==> src/rtl/pipe_register_if.sv <==
`default_nettype none
// ============================================================================
//  Module      : pipe_register_if
//  Description : Handshake bundle for pipe_register. The producer side
//                (in_valid/in_data/in_ready), the consumer side
//                (out_valid/out_data/out_ready), the synchronous flush and the
//                occupancy count travel together.
//                  master : the environment driving the pipe
//                           (drives flush, in_valid, in_data, out_ready)
//                  slave  : the pipe itself
//                           (drives in_ready, out_valid, out_data, count)
//  Revision    : 1.0  initial release
// ============================================================================
interface pipe_register_if #(
    parameter int SIZE  = 32,
    parameter int DEPTH = 2
) ();

    logic                         flush;
    logic                         in_valid;
    logic [SIZE-1:0]              in_data;
    logic                         in_ready;
    logic                         out_valid;
    logic [SIZE-1:0]              out_data;
    logic                         out_ready;
    logic [$clog2(DEPTH+1)-1:0]   count;

    modport master (
        output flush,
        output in_valid,
        output in_data,
        output out_ready,
        input  in_ready,
        input  out_valid,
        input  out_data,
        input  count
    );

    modport slave (
        input  flush,
        input  in_valid,
        input  in_data,
        input  out_ready,
        output in_ready,
        output out_valid,
        output out_data,
        output count
    );

endinterface
`default_nettype wire

==> src/rtl/pipe_register.sv <==
`default_nettype none
// ============================================================================
//  Module      : pipe_register
//  Description : DEPTH-stage valid/ready pipeline register with bubble
//                collapsing. Each stage holds a valid bit and a SIZE-bit data
//                register; stage 0 is the input side, stage DEPTH-1 drives the
//                output. A stage advances when its successor is empty or is
//                itself advancing, so holes are squeezed out even while the
//                consumer stalls.
//  Ports       : clk  - rising-edge clock
//                rst  - asynchronous reset, active low
//                bus  - pipe_register_if.slave (flush, producer and consumer
//                       handshakes, occupancy count)
//  Revision    : 1.0  initial release
// ============================================================================
module pipe_register #(
    parameter int              SIZE      = 32,
    parameter int              DEPTH     = 2,
    parameter logic [SIZE-1:0] RESET_VAL = '0
) (
    input  logic               clk,
    input  logic               rst,
    pipe_register_if.slave     bus
);

    localparam int c_CW = $clog2(DEPTH + 1);

    logic [DEPTH-1:0] r_valid;
    logic [SIZE-1:0]  r_data [DEPTH];
    logic [c_CW-1:0]  r_count;

    logic [DEPTH-1:0] w_adv;
    logic             w_in_ready;
    logic             w_push;
    logic             w_pop;
    logic [DEPTH-1:0] w_valid_nxt;
    logic [SIZE-1:0]  w_data_nxt [DEPTH];
    logic [c_CW-1:0]  w_count_nxt;

    // Advance chain, resolved from the output stage backwards so each stage
    // sees whether its successor frees up on this edge.
    always_comb begin
        w_adv            = '0;
        w_adv[DEPTH-1]   = r_valid[DEPTH-1] & bus.out_ready;
        for (int i = DEPTH - 2; i >= 0; i--) begin
            w_adv[i] = r_valid[i] & (~r_valid[i+1] | w_adv[i+1]);
        end
    end

    // in_ready deliberately ignores in_valid and flush.
    assign w_in_ready = ~r_valid[0] | w_adv[0];
    assign w_push     = bus.in_valid & w_in_ready & ~bus.flush;
    assign w_pop      = w_adv[DEPTH-1] & ~bus.flush;

    always_comb begin
        w_valid_nxt = r_valid;
        w_data_nxt  = r_data;
        w_count_nxt = r_count;
        if (bus.flush) begin
            // Flush drops every valid bit and cancels all movement; data
            // registers keep whatever they held.
            w_valid_nxt = '0;
            w_count_nxt = '0;
        end else begin
            w_valid_nxt[0] = w_push | (r_valid[0] & ~w_adv[0]);
            if (w_push) begin
                w_data_nxt[0] = bus.in_data;
            end
            for (int i = 1; i < DEPTH; i++) begin
                w_valid_nxt[i] = w_adv[i-1] | (r_valid[i] & ~w_adv[i]);
                if (w_adv[i-1]) begin
                    w_data_nxt[i] = r_data[i-1];
                end
            end
            w_count_nxt = r_count + c_CW'(w_push) - c_CW'(w_pop);
        end
    end

    always_ff @(posedge clk or negedge rst) begin
        if (!rst) begin
            r_valid <= '0;
            r_count <= '0;
            for (int i = 0; i < DEPTH; i++) begin
                r_data[i] <= RESET_VAL;
            end
        end else begin
            r_valid <= w_valid_nxt;
            r_count <= w_count_nxt;
            r_data  <= w_data_nxt;
        end
    end

    assign bus.in_ready  = w_in_ready;
    assign bus.out_valid = r_valid[DEPTH-1];
    assign bus.out_data  = r_data[DEPTH-1];
    assign bus.count     = r_count;

endmodule
`default_nettype wire

==> src/flat_wrapper.sv <==
// flat-port wrapper written by rule: the top's interface ports become plain ports
module pipe_register_flat 
#(
    parameter int              SIZE      = 32,
    parameter int              DEPTH     = 2,
    parameter logic [SIZE-1:0] RESET_VAL = '0
)
  (clk, rst, bus_flush, bus_in_valid, bus_in_data, bus_out_ready, bus_in_ready, bus_out_valid, bus_out_data, bus_count);
  pipe_register_if #(.SIZE(SIZE), .DEPTH(DEPTH)) bus_i ();
  input  logic clk;
  input  logic rst;
  input wire logic [$bits(bus_i.flush)-1:0] bus_flush;
  input wire logic [$bits(bus_i.in_valid)-1:0] bus_in_valid;
  input wire logic [$bits(bus_i.in_data)-1:0] bus_in_data;
  input wire logic [$bits(bus_i.out_ready)-1:0] bus_out_ready;
  output wire logic [$bits(bus_i.in_ready)-1:0] bus_in_ready;
  output wire logic [$bits(bus_i.out_valid)-1:0] bus_out_valid;
  output wire logic [$bits(bus_i.out_data)-1:0] bus_out_data;
  output wire logic [$bits(bus_i.count)-1:0] bus_count;
  assign bus_i.flush = bus_flush;
  assign bus_i.in_valid = bus_in_valid;
  assign bus_i.in_data = bus_in_data;
  assign bus_i.out_ready = bus_out_ready;
  assign bus_in_ready = bus_i.in_ready;
  assign bus_out_valid = bus_i.out_valid;
  assign bus_out_data = bus_i.out_data;
  assign bus_count = bus_i.count;
  pipe_register #(.SIZE(SIZE), .DEPTH(DEPTH), .RESET_VAL(RESET_VAL)) u_core (.clk(clk), .rst(rst), .bus(bus_i));
endmodule
==> config.mk <==
export PLATFORM = sky130hd
export DESIGN_NAME = pipe_register_flat
export DESIGN_NICKNAME = d
export VERILOG_FILES = /design/src/rtl/pipe_register_if.sv /design/src/rtl/pipe_register.sv /design/src/flat_wrapper.sv
export SDC_FILE = /design/constraint.sdc
export NUM_CORES = 1
export LEC_CHECK = 0
export CORE_MARGIN = 2
export CORE_UTILIZATION = 53
export CTS_CLUSTER_DIAMETER = 200
export DETAILED_ROUTE_END_ITERATION = 10
export PLACE_DENSITY = 0.88
export RECOVER_POWER = 100
export SLEW_MARGIN = 20
export SYNTH_ARGS = -nofsm -noshare
export SYNTH_HDL_FRONTEND = slang
export SYNTH_SLANG_ARGS = --single-unit
==> constraint.sdc <==
create_clock -name clk -period 2.9 [get_ports clk]
set_input_delay 0.58 -clock clk [delete_from_list [all_inputs] [get_ports clk]]
set_output_delay 0.58 -clock clk [all_outputs]
set_load 0.02 [all_outputs]
==> flow_summary.ini <==
[route]
wire_per_inst_um = 15.0
route.detailed.drc = 0
drt-initial-drc-count = 37
via_count = 1506
drt_pass1_iterations = 6
vias_per_cell = 4.78
wl_um = 4740
antenna_left = 0

[worst_setup_path]
crit_path_cell_trace = dlygate4sd3_1, nand3b_1, dlygate4sd3_1
crit_type = input pin to output pin
slowest_delay_ps = 670
crit_top_cell = dlygate4sd3_1
critical-path-top-delay-family = buffers and inverters
cp-start-kind = input pin
critical_path_buf_inv_count = 2
cp-end-kind = output pin
cp.required_ps = 2320
crit_slowest_cell = dlygate4sd3_1
cp-startpoint = bus_out_ready
critical_path_arrival_ps = 2080
crit_fanout = 3
worstReg2RegStart = u_core.r_valid[1]

[sta]
setup_ws_ps = 239
tns_ps = 0
setup_viol = 0
rsz0062_at_grt = no
worstMarginPinSlew_ps = 1670
holdWs_ps = 484
hold_viol_final = 0
period_share_pct = 91.7
timing.slew.headroom_pct = -11.5
skew_ps = 5.81
final_max_slew_viol_count = 31
fin_crit_ps = 2660
fmaxAchievable_mhz = 376

[floorplan]
row_count = 27
start_util_pct = 54.6
core-area_mm2 = 0.00547
die_y_um = 79.1
die_w_um = 79.1
dieArea_mm2 = 0.00625
ios = 73

[logic_synthesis]
synthXorXnorAreaFrac_pct = 0.587
synthAdderAreaFrac_pct = 0.838
synth.area.top_cells = dfrtp_1 (57%), mux2_4 (15%), mux2_2 (13%)
synth_fp_nets = 229
ys_types = 18
synth_area_mm2 = 0.00299
synth_top_area_share_pct = 57.0
synth_compound_area_share_pct = 0.168
synth-simple-area-share_pct = 2.09
synth-seq-area-share_pct = 57.0
synth_top_family_by_area = multiplexers
synthMuxAreaShare_pct = 27.9
synth_top_cell_by_area = dfrtp_1
netlist_instances = 190
ys_ff_latch = 68
synth_area_per_cell_um2 = 15.7
yosysWarnings = 0

[placement]
portBuffers = 72
gp_congestion = 0.683
dpl.hpwl_um = 3290
place_ws_ps = 391

[power]
power.density_mw_per_mm2 = 782
power_mw = 2.83
p_leak_nw = 1.60
peakVddDrop_mv = 0.404

[cts]
postCtsHoldBufs = 0
cts_buffers = 9
clock_latency_ps = 330
post_cts_resized = 0
cts_setup_buffers = 0
clock-sinks = 68
h-tree-depth = 3
clockRootBuffer = clkbuf_8
tritoncts = built
path_clk_slew_ps = 60
clk_path_buf_depth = 2

[grt]
grt_overflow = 0
grt_max_degree = 39
antenna_found_initial = 0
first_global_vias = 1632
grt_pass1_wl_um = 7990
grt_usage_pct = 17.2

[run_status]
outcome = finished, violations left
violations = capacitance limit, slew limit

[layout]
final_common_cell = dfrtp_1
final_nets = 277
postLayoutCoreUtil_pct = 66.2
final_cell_mix = dfrtp_1 (68), dlygate4sd3_1 (37), mux2_2 (34), clkdlybuf4s50_1 (34), mux2_1 (30)
n_antenna_cell = 0
area_delta_synth_final_pct = 21.3
drive_above_1_share_pct = 22.6

[min_path]
hold_class = register to register
hp-start = u_core.r_data[32]

[run]
timing.max_cap.violations = 1
cell type report:
type	count	area, µm²
clock inverter	4	70.1
inverter	4	15.0
multi-input combinational	79	831
tap	72	90.1
timing repair buffer	76	751
fill	430	1850
clock buffer	12	165
sequential	68	1700
registers in the layout, indices dropped and copies added, names as in the netlist:
register and flops:
u_core.bus.out_data 32, u_core.r_data 32, u_core.bus.count 2, u_core.r_valid 2
synth_stat cells:
cell type	count
xor2_1	1
nor2b_1	1
dfrtp_1	68
or3b_1	1
ha_1	2
mux2_4	30
buf_6	1
buf_4	32
nor2b_4	1
mux2_2	34
buf_2	3
xnor2_1	1
nand3b_1	2
buf_12	3
a21oi_1	1
inv_1	4
nand2_1	1
nor2_1	4
through the flow:
step           cell area (µm²)  std cells
6_report                  3620        315
3_3_place_gp              3510        299
2_1_floorplan             2990        190
5_1_grt                   3620        315
3_5_place_dp              3510        299
4_1_cts                   3740        315
report_power, final:
group | switching (mW) | internal, mW | total, mW | leakage, nW
Combinational | 0.330 | 0.360 | 0.690 | 0.666
Clock | 0.336 | 0.552 | 0.888 | 0.122
Sequential | 0.102 | 1.16 | 1.26 | 0.810
path summary, 6_finish.rpt:
path	cells past startpoint	slack, ps	end
setup / recovery	3	240	bus_in_ready
hold / removal	1	480	u_core.bus.out_data[0]
setup reg to reg	8	1040	u_core.bus.count[1]
hold reg to reg	1	480	u_core.bus.out_data[0]
max in group asynchronous	1	1250	u_core.bus.out_data[25]
min in group asynchronous	1	670	u_core.bus.count[1]
per-layer routing:
metal  wire (µm)  track usage, %  vias up
met2        2500            28.7       42
met3         213            4.20        5
li1            -               -      708
met4          52            9.83        0
met5           0               0        -
met1        1970            20.4      751
kinds of logic after synthesis:
logic type               after synthesis
XOR/XNOR                               2
flip-flops                            68
multiplexers                          64
AND/OR/NAND/NOR                       10
AO/OA/AOI/OAI                          1
adder cells (fa/ha/maj)                2
buffers and inverters                 43
Power figures use the tool's default switching activity.
